===== config.mk =====
export PLATFORM = sky130hd
export DESIGN_NAME = rs_dispatch_ctrl
export DESIGN_NICKNAME = d
export VERILOG_FILES = /design/src/rtl/parameter_pkg.sv /design/src/rtl/typedef_pkg.sv /design/src/rtl/rs_credit_counter.sv /design/src/rtl/rs_dispatch_ctrl.sv
export SDC_FILE = /design/constraint.sdc
export NUM_CORES = 1
export LEC_CHECK = 0
export ABC_CLOCK_PERIOD_IN_PS = 5700
export BUFFER_PORTS_ARGS = -buffer_cell sky130_fd_sc_hd__buf_2
export CORE_ASPECT_RATIO = 0.75
export CORE_MARGIN = 10
export CORE_UTILIZATION = 40
export DETAILED_ROUTE_END_ITERATION = 8
export PLACE_DENSITY = 0.74
export RECOVER_POWER = 100
export SETUP_SLACK_MARGIN = 0.05
export SYNTH_ARGS = -nofsm -noshare
export SYNTH_HDL_FRONTEND = slang
export SYNTH_SLANG_ARGS = --single-unit

===== constraint.sdc =====
create_clock -name clk -period 5.7 [get_ports clk]
set_clock_uncertainty 0.1 [all_clocks]
set_input_delay 0.285 -clock clk [delete_from_list [all_inputs] [get_ports clk]]
set_output_delay 0.285 -clock clk [all_outputs]
set_load 0.1 [all_outputs]

===== src/rtl/parameter_pkg.sv =====
// Shared architectural constants: major opcodes and reservation-station count.
package parameter_pkg;

  localparam logic [6:0] OPC_LOAD   = 7'b0000011;
  localparam logic [6:0] OPC_STORE  = 7'b0100011;
  localparam logic [6:0] OPC_BRANCH = 7'b1100011;
  localparam logic [6:0] OPC_JAL    = 7'b1101111;
  localparam logic [6:0] OPC_JALR   = 7'b1100111;
  localparam logic [6:0] OPC_OP     = 7'b0110011;
  localparam logic [6:0] OPC_OP_IMM = 7'b0010011;
  localparam logic [6:0] OPC_LUI    = 7'b0110111;

  localparam int unsigned RS_COUNT = 3;

endpackage


===== src/rtl/typedef_pkg.sv =====
// Shared types: renamed instruction word, reservation-station class and its decode.
package typedef_pkg;
  import parameter_pkg::*;

  typedef struct packed {
    logic [6:0] opcode;
    logic [4:0] rd;
    logic [5:0] src1_tag;
    logic [5:0] src2_tag;
    logic [7:0] imm;
  } instruction_t;

  typedef enum logic [1:0] {
    RS_ALU = 2'd0,
    RS_LSU = 2'd1,
    RS_BRU = 2'd2
  } rs_class_e;

  function automatic rs_class_e decode_rs_class(input logic [6:0] opcode);
    case (opcode)
      OPC_LOAD, OPC_STORE:          return RS_LSU;
      OPC_BRANCH, OPC_JAL, OPC_JALR: return RS_BRU;
      default:                      return RS_ALU;
    endcase
  endfunction

  function automatic logic [2:0] rs_onehot(input rs_class_e c);
    return 3'b001 << c;
  endfunction

endpackage


===== src/rtl/rs_credit_counter.sv =====
// Free-entry counter for one reservation station; saturates and latches an error on over/underflow.
module rs_credit_counter #(
  parameter int unsigned NUM_ENTRIES = 8,
  parameter int unsigned CW          = $clog2(NUM_ENTRIES) + 1
) (
  input  logic          clk,
  input  logic          rst_n,
  input  logic          flush,
  input  logic [1:0]    take,
  input  logic          ret,
  output logic [CW-1:0] credit,
  output logic          err
);

  localparam logic [CW-1:0]        FULL   = CW'(NUM_ENTRIES);
  localparam logic signed [CW+1:0] FULL_S = (CW+2)'(NUM_ENTRIES);

  logic signed [CW+1:0] sum;
  logic [CW-1:0]        credit_next;
  logic                 err_next;

  always_comb begin
    sum         = $signed({2'b00, credit}) - $signed({{CW{1'b0}}, take})
                + $signed({{(CW+1){1'b0}}, ret});
    credit_next = sum[CW-1:0];
    err_next    = err;
    if (flush) begin
      credit_next = FULL;
    end else if (sum[CW+1]) begin
      credit_next = '0;
      err_next    = 1'b1;
    end else if (sum > FULL_S) begin
      credit_next = FULL;
      err_next    = 1'b1;
    end
  end

  always_ff @(posedge clk or negedge rst_n) begin
    if (!rst_n) begin
      credit <= FULL;
      err    <= 1'b0;
    end else begin
      credit <= credit_next;
      err    <= err_next;
    end
  end

endmodule


===== src/rtl/rs_dispatch_ctrl.sv =====
// Two-wide in-order dispatch into ALU/LSU/BRU reservation stations under credit flow control.
module rs_dispatch_ctrl
  import parameter_pkg::*;
  import typedef_pkg::*;
#(
  parameter int unsigned NUM_RS_ENTRIES = 8,
  parameter int unsigned ROB_WIDTH      = 4
) (
  input  logic                 clk,
  input  logic                 rst_n,
  input  logic                 flush,
  input  instruction_t         in_instruction_0,
  input  instruction_t         in_instruction_1,
  input  logic [ROB_WIDTH-1:0] in_rob_id_0,
  input  logic [ROB_WIDTH-1:0] in_rob_id_1,
  input  logic                 in_valid_0,
  input  logic                 in_valid_1,
  output logic                 accept_0,
  output logic                 accept_1,
  input  logic [2:0]           issue_valid,
  output instruction_t         dispatch_instruction_0,
  output instruction_t         dispatch_instruction_1,
  output logic [ROB_WIDTH-1:0] dispatch_rob_id_0,
  output logic [ROB_WIDTH-1:0] dispatch_rob_id_1,
  output logic [2:0]           dispatch_sel_0,
  output logic [2:0]           dispatch_sel_1,
  output logic [31:0]          stall_cycles,
  output logic                 credit_err
);

  localparam int unsigned CW = $clog2(NUM_RS_ENTRIES) + 1;

  rs_class_e     cls0, cls1;
  logic [CW-1:0] credit [RS_COUNT];
  logic          err_vec [RS_COUNT];
  logic [1:0]    take [RS_COUNT];
  logic [CW-1:0] need_1;

  // Slot 1 must see room for both slots when they target the same station.
  always_comb begin
    cls0     = decode_rs_class(in_instruction_0.opcode);
    cls1     = decode_rs_class(in_instruction_1.opcode);
    need_1   = (cls1 == cls0) ? CW'(2) : CW'(1);
    accept_0 = rst_n & in_valid_0 & ~flush & (credit[cls0] != '0);
    accept_1 = accept_0 & in_valid_1 & (credit[cls1] >= need_1);
    for (int unsigned k = 0; k < RS_COUNT; k++) begin
      take[k] = {1'b0, accept_0 && (int'(cls0) == int'(k))}
              + {1'b0, accept_1 && (int'(cls1) == int'(k))};
    end
  end

  rs_credit_counter #(.NUM_ENTRIES(NUM_RS_ENTRIES), .CW(CW)) u_credit_alu (
    .clk(clk), .rst_n(rst_n), .flush(flush), .take(take[0]), .ret(issue_valid[0]),
    .credit(credit[0]), .err(err_vec[0])
  );

  rs_credit_counter #(.NUM_ENTRIES(NUM_RS_ENTRIES), .CW(CW)) u_credit_lsu (
    .clk(clk), .rst_n(rst_n), .flush(flush), .take(take[1]), .ret(issue_valid[1]),
    .credit(credit[1]), .err(err_vec[1])
  );

  rs_credit_counter #(.NUM_ENTRIES(NUM_RS_ENTRIES), .CW(CW)) u_credit_bru (
    .clk(clk), .rst_n(rst_n), .flush(flush), .take(take[2]), .ret(issue_valid[2]),
    .credit(credit[2]), .err(err_vec[2])
  );

  assign credit_err = err_vec[0] | err_vec[1] | err_vec[2];

  always_ff @(posedge clk or negedge rst_n) begin
    if (!rst_n) begin
      dispatch_sel_0         <= '0;
      dispatch_sel_1         <= '0;
      dispatch_instruction_0 <= '0;
      dispatch_instruction_1 <= '0;
      dispatch_rob_id_0      <= '0;
      dispatch_rob_id_1      <= '0;
    end else if (flush) begin
      dispatch_sel_0 <= '0;
      dispatch_sel_1 <= '0;
    end else begin
      dispatch_sel_0 <= accept_0 ? rs_onehot(cls0) : '0;
      dispatch_sel_1 <= accept_1 ? rs_onehot(cls1) : '0;
      if (accept_0) begin
        dispatch_instruction_0 <= in_instruction_0;
        dispatch_rob_id_0      <= in_rob_id_0;
      end
      if (accept_1) begin
        dispatch_instruction_1 <= in_instruction_1;
        dispatch_rob_id_1      <= in_rob_id_1;
      end
    end
  end

  always_ff @(posedge clk or negedge rst_n) begin
    if (!rst_n) begin
      stall_cycles <= '0;
    end else if (in_valid_0 && !accept_0) begin
      stall_cycles <= stall_cycles + 32'd1;
    end
  end

endmodule


# Yosys cells after proc, flatten, opt, wreduce, memory -nomap -nowiden

Index checks and enable logic that the tools add are counted.

Memories: 0
Memory bits (writable): 0
Register bits after elaboration: 125
Memory bits (read-only): 0
Latch bits: 0
Output and inout bits: 113

$mul: 0
Muxes and demuxes: 28
Divide/modulo/power cells: 0
Equality and inequality tests: 15
$lt $le $gt $ge: 6
$add $sub $neg: 10
Shift-type cells: 2
Reductions and logical operators: 23
Bitwise operators: 10

Operator list:

| kind                                                     | number |
|---|---|
| 2-to-1 mux 4 bit                                         | 13 |
| equality test 7 bit, second input constant               | 6 |
| adder 32 x 1 -> 32 bit, second input constant            | 1 |
| adder 6 x 2 -> 6 bit                                     | 3 |
| > comparator 6 x 5 -> 1 bit, second input constant       | 3 |
| binary-select mux 4 bit (select 2 bit)                   | 2 |
| subtractor 4 x 2 -> 5 bit                                | 3 |
| equality test 7 x 2 -> 1 bit, second input constant      | 2 |
| equality test 7 x 6 -> 1 bit, second input constant      | 2 |
| 2-to-1 mux 3 bit                                         | 4 |
| AND reduction 2 bit                                      | 5 |
| equality test 2 bit, second input constant               | 4 |
| case mux 2 bit (2 select lines)                          | 2 |
| logical AND 1 bit                                        | 7 |
| adder 1 x 1 -> 2 bit                                     | 3 |
| greater-or-equal comparator 3 bit, second input constant | 2 |
| 2-to-1 mux 1 bit                                         | 6 |
| inverter 2 -> 3 bit                                      | 2 |
| nonzero test 2 bit                                       | 3 |
| OR reduction 3 bit                                       | 2 |
| left shift 1 x 2 -> 3 bit, first input constant          | 2 |
| bitwise AND 1 bit                                        | 5 |
| greater-or-equal comparator 4 x 2 -> 1 bit               | 1 |
| logical NOT 2 bit                                        | 2 |
| other kinds (7)                                          | 9 |

# Longest topological paths before layout

Gate-level depths: netlist of the first run.

Depth after elaboration: 19
Depth in mapped cells: 23

# Cells and area by module

A second synthesis of the first run with hierarchy kept.

Cell total of the unflattened synthesis: 586
Area, all modules: 6323.6 sq um

Modules (own cells, without submodules):

| module                           | area each (sq um) | cells each | times used |
|---|---|---|---|
| rs_dispatch_ctrl                 | 4878.4            | 429        | 1 |
| rs_credit_counter (u_credit_lsu) | 544.3             | 63         | 1 |
| rs_credit_counter (u_credit_alu) | 489.2             | 51         | 1 |
| rs_credit_counter (u_credit_bru) | 411.6             | 43         | 1 |

# Least setup slack after synthesis of the first run

OpenSTA, ideal clock, no wires.

Path kind: input to register
Start point: input port in_instruction_1[29] (netlist name)
End point: register u_credit_alu.err
Stages on the path: 21
Setup slack: 0.569 ns
Data arrival time: 4.911 ns
Data required time: 5.480 ns
Cells stage by stage: nand3b_1 > or4_1 > buf_6 > xnor2_1 > nand2_1 > ha_1 > nand2b_1 > a21oi_1 > o21ai_0 > o311a_1 > buf_6 > buf_6 > nand3_1 > fa_1 > ha_1 > xor2_1 > ha_1 > ha_1 > or4_1 > a21o_1 > a31o_2

Longest elaborated chain between the ends: 16
Elaborated cells on any way between the ends: 25
Those cells by class: add/sub: 3; order compare: 2; eq/ne: 6; mux: 6; bitwise: 2; reduce/logical: 6

Ends and longest elaborated chain:

| item                                                            | RTL line                | text |
|---|---|---|
| start: declaration                                              | rs_dispatch_ctrl.sv:13  | `input instruction_t in_instruction_1,` |
| equality test 7 bit (tied with other cells)                     | typedef_pkg.sv:20       | `case (opcode)` |
| OR reduction 3 bit / OR reduction 2 bit (equally long branches) | typedef_pkg.sv:20       |  |
| case mux 2 bit (2 select lines) (*)                             | typedef_pkg.sv:20       |  |
| inverter 2 -> 3 bit (implied by the code)                       | rs_dispatch_ctrl.sv:45  | `accept_1 = accept_0 & in_valid_1 & (credit[cls1] >= need_1);` |
| binary-select mux 4 bit (select 2 bit)                          | rs_dispatch_ctrl.sv:45  |  |
| 2-to-1 mux 4 bit (implied by the code) (2 in a row)             | rs_dispatch_ctrl.sv:45  |  |
| greater-or-equal comparator 4 x 2 -> 1 bit (*)                  | rs_dispatch_ctrl.sv:45  |  |
| bitwise AND 1 bit (*)                                           | rs_dispatch_ctrl.sv:45  |  |
| named net accept_1                                              | rs_dispatch_ctrl.sv:19  | `output logic accept_1,` |
| logical AND 1 bit (*)                                           | rs_dispatch_ctrl.sv:48  | `+ {1'b0, accept_1 && (int'(cls1) == int'(k))};` |
| adder 1 x 1 -> 2 bit (*)                                        | rs_dispatch_ctrl.sv:48  |  |
| subtractor 4 x 2 -> 5 bit (*)                                   | rs_credit_counter.sv:23 | `sum = $signed({2'b00, credit}) - $signed({{CW{1'b0}}, take})` |
| adder 6 x 2 -> 6 bit (*)                                        | rs_credit_counter.sv:24 | `+ $signed({{(CW+1){1'b0}}, ret});` |
| > comparator 6 x 5 -> 1 bit                                     | rs_credit_counter.sv:32 | `end else if (sum > FULL_S) begin` |
| nonzero test 2 bit (no line)                                    | -                       |  |
| AND reduction 2 bit (no line)                                   | -                       |  |
| end signal: assignment                                          | rs_credit_counter.sv:44 | `err <= err_next;` |
| end: declaration                                                | rs_credit_counter.sv:12 | `output logic err` |

The timed path passes the listed nets; every way through them passes the cells marked *. The select of a mux whose other input is x is not followed.
A chain may end at the register's enable or synchronous reset.

# Worst setup path after layout of the first run

Start point: input port in_instruction_0[29] (netlist name)
End point: register u_credit_alu.credit[1]

Longest elaborated chain between the ends: 19
Elaborated cells on any way between the ends: 29
Those cells by class: add/sub: 3; order compare: 2; eq/ne: 6; mux: 8; bitwise: 4; reduce/logical: 6

Ends and longest elaborated chain:

| item                                                            | RTL line                | text |
|---|---|---|
| start: declaration                                              | rs_dispatch_ctrl.sv:12  | `input instruction_t in_instruction_0,` |
| equality test 7 bit (tied with other cells)                     | typedef_pkg.sv:20       |  |
| OR reduction 3 bit / OR reduction 2 bit (equally long branches) | typedef_pkg.sv:20       |  |
| case mux 2 bit (2 select lines) (*)                             | typedef_pkg.sv:20       |  |
| inverter 2 -> 3 bit (implied by the code)                       | rs_dispatch_ctrl.sv:44  | `accept_0 = rst_n & in_valid_0 & ~flush & (credit[cls0] != '0);` |
| binary-select mux 4 bit (select 2 bit)                          | rs_dispatch_ctrl.sv:44  |  |
| 2-to-1 mux 4 bit (implied by the code) (2 in a row)             | rs_dispatch_ctrl.sv:44  |  |
| nonzero test 4 bit                                              | rs_dispatch_ctrl.sv:44  |  |
| bitwise AND 1 bit                                               | rs_dispatch_ctrl.sv:44  |  |
| (+3 left out)                                                   | -                       |  |
| adder 1 x 1 -> 2 bit (*)                                        | rs_dispatch_ctrl.sv:48  |  |
| subtractor 4 x 2 -> 5 bit (*)                                   | rs_credit_counter.sv:23 |  |
| adder 6 x 2 -> 6 bit (*)                                        | rs_credit_counter.sv:24 |  |
| > comparator 6 x 5 -> 1 bit                                     | rs_credit_counter.sv:32 |  |
| 2-to-1 mux 4 bit                                                | rs_credit_counter.sv:32 |  |
| 2-to-1 mux 4 bit (*)                                            | rs_credit_counter.sv:29 | `end else if (sum[CW+1]) begin` |
| 2-to-1 mux 4 bit (*)                                            | rs_credit_counter.sv:27 | `if (flush) begin` |
| named net u_credit_alu.credit_next[1]                           | rs_credit_counter.sv:19 | `logic [CW-1:0] credit_next;` |
| end signal: assignment                                          | rs_credit_counter.sv:43 | `credit <= credit_next;` |
| end: declaration                                                | rs_credit_counter.sv:11 | `output logic [CW-1:0] credit,` |

Marks and branches as above.

==> out/qor.csv, run 1 <==
stage,metric,value,unit
status,outcome,finished with violations,
status,violations,"negative hold slack, max-capacitance violations, max-slew violations",
worst_setup_path,critPathTopFamily,adder cells,
drt,avgRoutedWirePerCell,16.8,um
finish,final_nets,895,
grt,gr-total-overflow,0,
cts,cts.clk_slew.worst_paths,60,ps
power_and_ir_drop,p_leak,3.74,nW
sta,finalCritPeriodShare,0.936,
cts,insertion_delay,410,ps
power_and_ir_drop,comb_power_share,0.519,
yosys,avgSynthCellArea,10.9,um2
finish,final_cell_area,7860,um2
finish,utilization,0.535,
yosys,ys_types,51,
worst_setup_path,crit_slowest_cell,dlygate4sd3_1,
power_and_ir_drop,switchingPower,2.70,mW
cts,h-tree-depth,4,
worst_setup_path,crit_arrival,5580,ps
placement,place_area,7160,um2
finish,multi_input_area,2550,um2
worst_setup_path,critPathMaxStageDelay,540,ps
sta,grt_setup_unrepaired,no,
die,io-pin-count,193,
cts,clkSinkCount,125,
sta,report.final.hold_viol_count,4,
worst_setup_path,critPathKind,in2reg,
power_and_ir_drop,swShare,0.558,
sta,finalHoldWorstSlack,-4.32,ps
power_and_ir_drop,ir_worst_vdd,0.310,mV
die,die_w,162,um
worst_setup_path,worst-path-buf-inv,4,
drt,first_pass_iters,5,
yosys,synth_edf_count,0,
yosys,synth_largest_area_cell,dfrtp_1,
worst_setup_path,required,5940,ps
yosys,ys_seq_area_frac,0.515,
power_and_ir_drop,clkPwrFrac,0.213,
worst_setup_path,critPathLaunchType,input port,
finish,drive_gt1_frac,0.156,
die,die_y,127,um
yosys,synth_area_leaders,"dfrtp_1, mux2_4, nand2_1, xor2_1, ha_1",
die,coreArea,14700,um2
flow_run,maxCapViolCount,4,
die,rows,38,
hold_path,hold_class,in2reg,
sta,fmax,0.187,GHz
cts,root_buffer,clkbuf_16,
yosys,synth_flop_cell,dfrtp_1,
worst_setup_path,path_cells,"dlygate4sd3_1, clkbuf_1, nand3b_1, clkbuf_1, nor3_1, buf_4, xor2_1, nand2_1, ha_1, nand2b_1, a21oi_1, o21ai_0, o311a_2, nand3_1, fa_1, ha_1, xor2_1, ha_1, ha_1, or4_1, a21o_1, a21oi_1, and2_0",
worst_setup_path,cpMostUsedCell,ha_1,
grt,antenna_found_initial,2,
yosys,async_flop_share,1.00,
sta,setup_viol,0,
finish,area_delta_synth_final,29.3,%
sta,fin_crit,5340,ps
die,start_util,0.414,
grt,grt_pass1_vias,5129,
sta,setup-tns-final,0,ps
drt,vias,4977,
die,dieArea,20600,um2
grt,grt_use_total,0.161,
drt,antenna_left,0,
worst_setup_path,cp-end-kind,flip-flop,
cts,ctsLongestPathBuffers,2,
yosys,ys.warnings.count,0,
finish,seq_area,3130,um2
power_and_ir_drop,cell_internal_pwr,2.14,mW
sta,maxSlewViolCount,234,
drt,wl,16900,um
yosys,synth_area,6080,um2
yosys,synth_top_area_frac,0.502,
worst_setup_path,cp_max_fo,7,
power_and_ir_drop,p_per_area,615,nW/um2
yosys,ys_ff_latch,125,
yosys,mappedNetlistNets,661,
grt,grt_max_degree,69,
sta,worst_slack,363,ps
drt,drtIter0Drc,207,
placement,place_congestion,0.847,
placement,numPortBuffers,192,
cts,cts_tree,built,
power_and_ir_drop,p_seq_frac,0.268,
drt,drc,0,
placement,pre_cts_slack,400,ps
placement,hpwl,11700,um
grt,grt_pass1_wl,27200,um
sta,slew_headroom,-1.10,
finish,nFillCells,1390,
sta,worst_pin_slew,3160,ps
yosys,postSynthCellCount,560,
cts,numCtsBuffers,17,
drt,viasPerCell,4.94,
[timing repair]
item | in CTS | in global routing
buffers inserted | 0 | 1
setup endpoints to repair | 0 | 9
hold buffers | 42 | 0
hold endpoints to repair | 95 | 0
gates resized for setup | 0 | 2
[cell usage in the layout (no fill, tap or decap), types with 18 or more instances in the layout]
cell	netlist	routed
nand2_1	127	127
dfrtp_1	122	122
clkbuf_1	11	119
buf_2	6	77
dlygate4sd3_1	0	42
mux2_1	0	32
xor2_1	29	29
inv_1	21	22
nand3_1	21	21
nor4_1	19	19
ha_1	18	18
[sequential cells by signal, indices dropped and copies added, names as in the netlist]
| name | count |
|---|---|
| dispatch_rob_id_1 | 4 |
| dispatch_instruction_0 | 32 |
| stall_cycles | 32 |
| u_credit_alu.err | 1 |
| dispatch_sel_0 | 3 |
| u_credit_bru.credit | 4 |
| u_credit_lsu.err | 1 |
| dispatch_sel_1 | 3 |
| u_credit_lsu.credit | 4 |
| u_credit_bru.err | 1 |
| dispatch_instruction_1 | 32 |
| u_credit_alu.credit | 4 |
| dispatch_rob_id_0 | 4 |
[synthesized netlist by cell type, types with 8 or more instances]
cell,number
nand2_1,127
dfrtp_1,122
mux2_4,33
xor2_1,29
inv_1,21
nand3_1,21
nor4_1,19
ha_1,18
nor2_1,15
xnor2_1,15
nand4_1,12
a21oi_1,11
clkbuf_1,11
and3_1,8
[layout make-up]
cell class / count / share of cell area
sequential: 125 / 0.398
clock inverter: 12 / 0.0145
inverter: 22 / 0.0105
multi-input combinational: 387 / 0.325
clock buffer: 20 / 0.0581
tap: 200 / 0.0318
timing repair buffer: 241 / 0.162
antenna: 1 / 0.000318
[metal layers]
metal | GRT usage | share of wire | vias up
li1 | - | - | 2388
met1 | 0.200 | 0.44 | 2424
met2 | 0.267 | 0.48 | 151
met3 | 0.0537 | 0.069 | 12
met4 | 0.0294 | 0.0064 | 2
met5 | 0 | 0.00077 | -
[metrics by stage]
stage          hold slack [ps]  cells  power, mW
2_1_floorplan             -111    560       3.49
3_3_place_gp               335    932       3.92
3_5_place_dp               340    932       3.94
4_1_cts                  0.413   1006       5.02
5_1_grt                  -11.0   1007       5.04
6_report                 -4.32   1008       4.83
[logic make-up (layout without fill, tap and decap cells)]
group                    after synthesis  after routing  share of synthesized area
other                                  0              1                          0
flip-flops                           125            125                      0.515
buffers and inverters                 48            295                     0.0438
AND/OR/NAND/NOR                      246            246                      0.198
AO/OA/AOI/OAI                         39             39                     0.0441
adder cells (fa/ha/maj)               21             21                     0.0469
multiplexers                          37             37                     0.0889
XOR/XNOR                              44             44                     0.0634
[worst reg2reg max path, delay by kind of cell, from the launching register on]
family,cells,cell delay [ps]
flip-flops,1,420
XOR/XNOR,1,170
adder cells (fa/ha/maj),5,1560
AO/OA/AOI/OAI,7,1270
AND/OR/NAND/NOR,4,960
[final timing paths]
check	startpoint	end	slack, ps	depth (start not counted)
worst max-delay path	in_instruction_0[29]	u_credit_alu.credit[1]$_DFF_PN0_	360	23
worst min-delay path	in_rob_id_1[3]	dispatch_rob_id_1[3]$_DFFE_PN0P_	-4	2
worst max register to register	u_credit_lsu.credit[0]$_DFF_PN0_	u_credit_alu.credit[1]$_DFF_PN0_	1180	17
worst min register to register	u_credit_bru.err$_DFFE_PN0P_	u_credit_bru.err$_DFFE_PN0P_	350	1
max in group asynchronous	rst_n	dispatch_instruction_1[30]$_DFFE_PN0P_	1010	4
min in group asynchronous	rst_n	dispatch_sel_0[0]$_DFF_PN0_	1590	3
[power groups by stage]
stage                     Clock (mW)  Combinational, mW  Sequential [mW]
after floorplan                    0              0.543             2.95
after global placement             0               2.62             1.29
after detailed placement           0               2.64             1.30
after CTS                       1.05               2.68             1.29
after global routing            1.09               2.62             1.33
final                           1.03               2.51             1.30
(Power assumes the default switching activity.)
==> inputs of run 2 (changes only) <==
==> constraint.sdc (replaced) <==
create_clock -name clk -period 5.7 [get_ports clk]
set_clock_uncertainty 0.1 [all_clocks]
set_input_delay 0.285 -clock clk [delete_from_list [all_inputs] [get_ports clk]]
set_output_delay 0.285 -clock clk [all_outputs]
set_load 0.005 [all_outputs]
==> run 2 against run 1 <==
  * Clock-buffer cell count stayed put
  * Hold slack worse by 0.93 ps
  * Register-to-register slack worse by 20 ps
  * Largest cell class unchanged
  * Critical path type unchanged
  * Largest power group is now sequential cells
  * Core utilization is 0.068 points higher
  * Final cell count stayed put
  * The run still ends with negative hold slack, max-capacitance violations, max-slew violations left
  * Highest routed layer unchanged
==> out/qor.csv, run 2 (synthesis results as in run 1) <==
stage,metric,value,unit
placement,dp_cells,932,
sta,setup_viol,0,
worst_setup_path,crit_arrival,5590,ps
drt,antenna_left,0,
worst_setup_path,cp_max_fo,7,
power_and_ir_drop,p_leak,3.77,nW
finish,drive_gt1_frac,0.166,
drt,first_pass_iters,5,
drt,avgRoutedWirePerCell,16.8,um
drt,wl,16900,um
worst_setup_path,critPathLaunchType,input port,
status,violations,"negative hold slack, max-capacitance violations, max-slew violations",
sta,worst_slack,346,ps
finish,multi_input_area,2550,um2
worst_setup_path,critPathKind,in2reg,
finish,layoutNonFillerInstCount,1008,
finish,final_nets,895,
die,die_y,127,um
sta,report.final.hold_viol_count,4,
die,io-pin-count,193,
grt,grt_use_total,0.161,
worst_setup_path,cp-end-kind,flip-flop,
drt,drc,0,
finish,mostFrequentLayoutCell,nand2_1,
sta,grt_setup_unrepaired,no,
sta,finalHoldWorstSlack,-5.25,ps
worst_setup_path,required,5940,ps
grt,gr-total-overflow,0,
finish,seq_area,3130,um2
placement,pre_cts_slack,400,ps
die,coreArea,14700,um2
worst_setup_path,crit_slowest_cell,dlygate4sd3_1,
die,dieArea,20600,um2
finish,nFillCells,1388,
sta,slew_headroom,-1.10,
grt,grt_max_degree,69,
finish,final_cell_mix,"nand2_1, dfrtp_1, clkbuf_1",
hold_path,min_from,in_rob_id_1[3],
finish,area_delta_synth_final,29.5,%
sta,setup-tns-final,0,ps
sta,fmax,0.187,GHz
cts,ctsLongestPathBuffers,2,
grt,antenna_found_initial,2,
grt,grt_pass1_vias,5129,
placement,place_congestion,0.847,
worst_setup_path,critPathTopFamily,adder cells,
sta,fin_crit,5350,ps
die,start_util,0.414,
flow_run,maxCapViolCount,5,
cts,cts_tree,built,
cts,clkSinkCount,125,
cts,h-tree-depth,4,
placement,hpwl,11700,um
drt,viasPerCell,4.94,
power_and_ir_drop,p_per_area,402,nW/um2
die,rows,38,
sta,finalCritPeriodShare,0.939,
status,outcome,finished with violations,
power_and_ir_drop,ir_worst_vdd,0.203,mV
drt,drtIter0Drc,211,
hold_path,hold_class,in2reg,
die,die_w,162,um
power_and_ir_drop,p_total,3.17,mW
drt,vias,4981,
placement,numPortBuffers,192,
cts,root_buffer,clkbuf_16,
worst_setup_path,r2r-start,u_credit_lsu.credit[0]$_DFF_PN0_,
grt,grt_pass1_wl,27200,um
worst_setup_path,worstSetupStartpoint,in_instruction_0[29],
finish,utilization,0.536,
worst_setup_path,critPathMaxStageDelay,540,ps
cts,numCtsBuffers,17,
sta,worst_pin_slew,3150,ps
cts,insertion_delay,410,ps
worst_setup_path,cpMostUsedCell,ha_1,
cts,cts.clk_slew.worst_paths,60,ps
worst_setup_path,path_cells,"dlygate4sd3_1, clkbuf_1, nand3b_1, clkbuf_1, nor3_1, buf_4, xor2_1, nand2_1, ha_1, nand2b_1, a21oi_1, o21ai_0, o311a_2, nand3_1, fa_1, ha_1, xor2_1, ha_1, ha_1, or4_1, a21o_1, a21oi_1, and2_0",
finish,reg_top3,"dispatch_instruction_0 x32, dispatch_instruction_1 x32, stall_cycles x32",
worst_setup_path,worst-path-buf-inv,4,
sta,maxSlewViolCount,275,
## run 2: final timing paths
path,slack [ps],end,depth (start not counted)
worst min register to register,350,u_credit_bru.err$_DFFE_PN0P_,1
max in group asynchronous,1020,dispatch_instruction_1[30]$_DFFE_PN0P_,4
min in group asynchronous,1590,dispatch_sel_0[0]$_DFF_PN0_,3
worst max-delay path,350,u_credit_alu.credit[1]$_DFF_PN0_,23
worst min-delay path,-5,dispatch_rob_id_1[3]$_DFFE_PN0P_,2
worst max register to register,1160,u_credit_alu.credit[1]$_DFF_PN0_,17
## run 2: through the flow
stage,hold WS [ps],area [um2]
after floorplan,-111,6080
after global placement,335,7160
after detailed placement,340,7160
after CTS,0.413,8150
after global routing,-11.0,7870
final,-5.25,7870
## run 2: what timing repair did
| action | in CTS | in global routing |
|---|---|---|
| resized for setup | 0 | 2 |
| endpoints found under the setup margin | 0 | 9 |
| hold buffers | 42 | 0 |
| endpoints found under the hold margin | 95 | 0 |
| setup buffers | 0 | 1 |
## run 2: cell type report
cell class | instances | share of cell area
antenna | 1 | 0.000318
clock buffer | 20 | 0.0580
clock inverter | 12 | 0.0145
inverter | 22 | 0.0105
multi-input combinational | 387 | 0.324
sequential | 125 | 0.398
tap | 200 | 0.0318
timing repair buffer | 241 | 0.163
## run 2: worst register-to-register path: stages (launching register included)
cell and delay [ps]:
dfrtp_1 420, o22a_1 230, o21ai_0 70, ha_1 250, nand2b_1 140, a21oi_1 130, o21ai_0 100, o311a_2 420
nand3_1 120, fa_1 460, ha_1 300, xor2_1 170, ha_1 210, ha_1 340, or4_1 530, a21o_1 180
a21oi_1 160, and2_0 160
## run 2: where the power goes
group,internal [mW],total [mW],switching (mW)
sequential,1.13,1.29,0.161
combinational,0.392,0.844,0.452
clock,0.625,1.03,0.401
total,2.15,3.17,1.01
## run 2: metal layers
layer | global-route usage | part of all wire | up-vias
li1 | - | - | 2387
met1 | 0.200 | 0.44 | 2440
met2 | 0.267 | 0.48 | 142
met3 | 0.0537 | 0.066 | 10
met4 | 0.0294 | 0.0056 | 2
met5 | 0 | 0.00077 | -
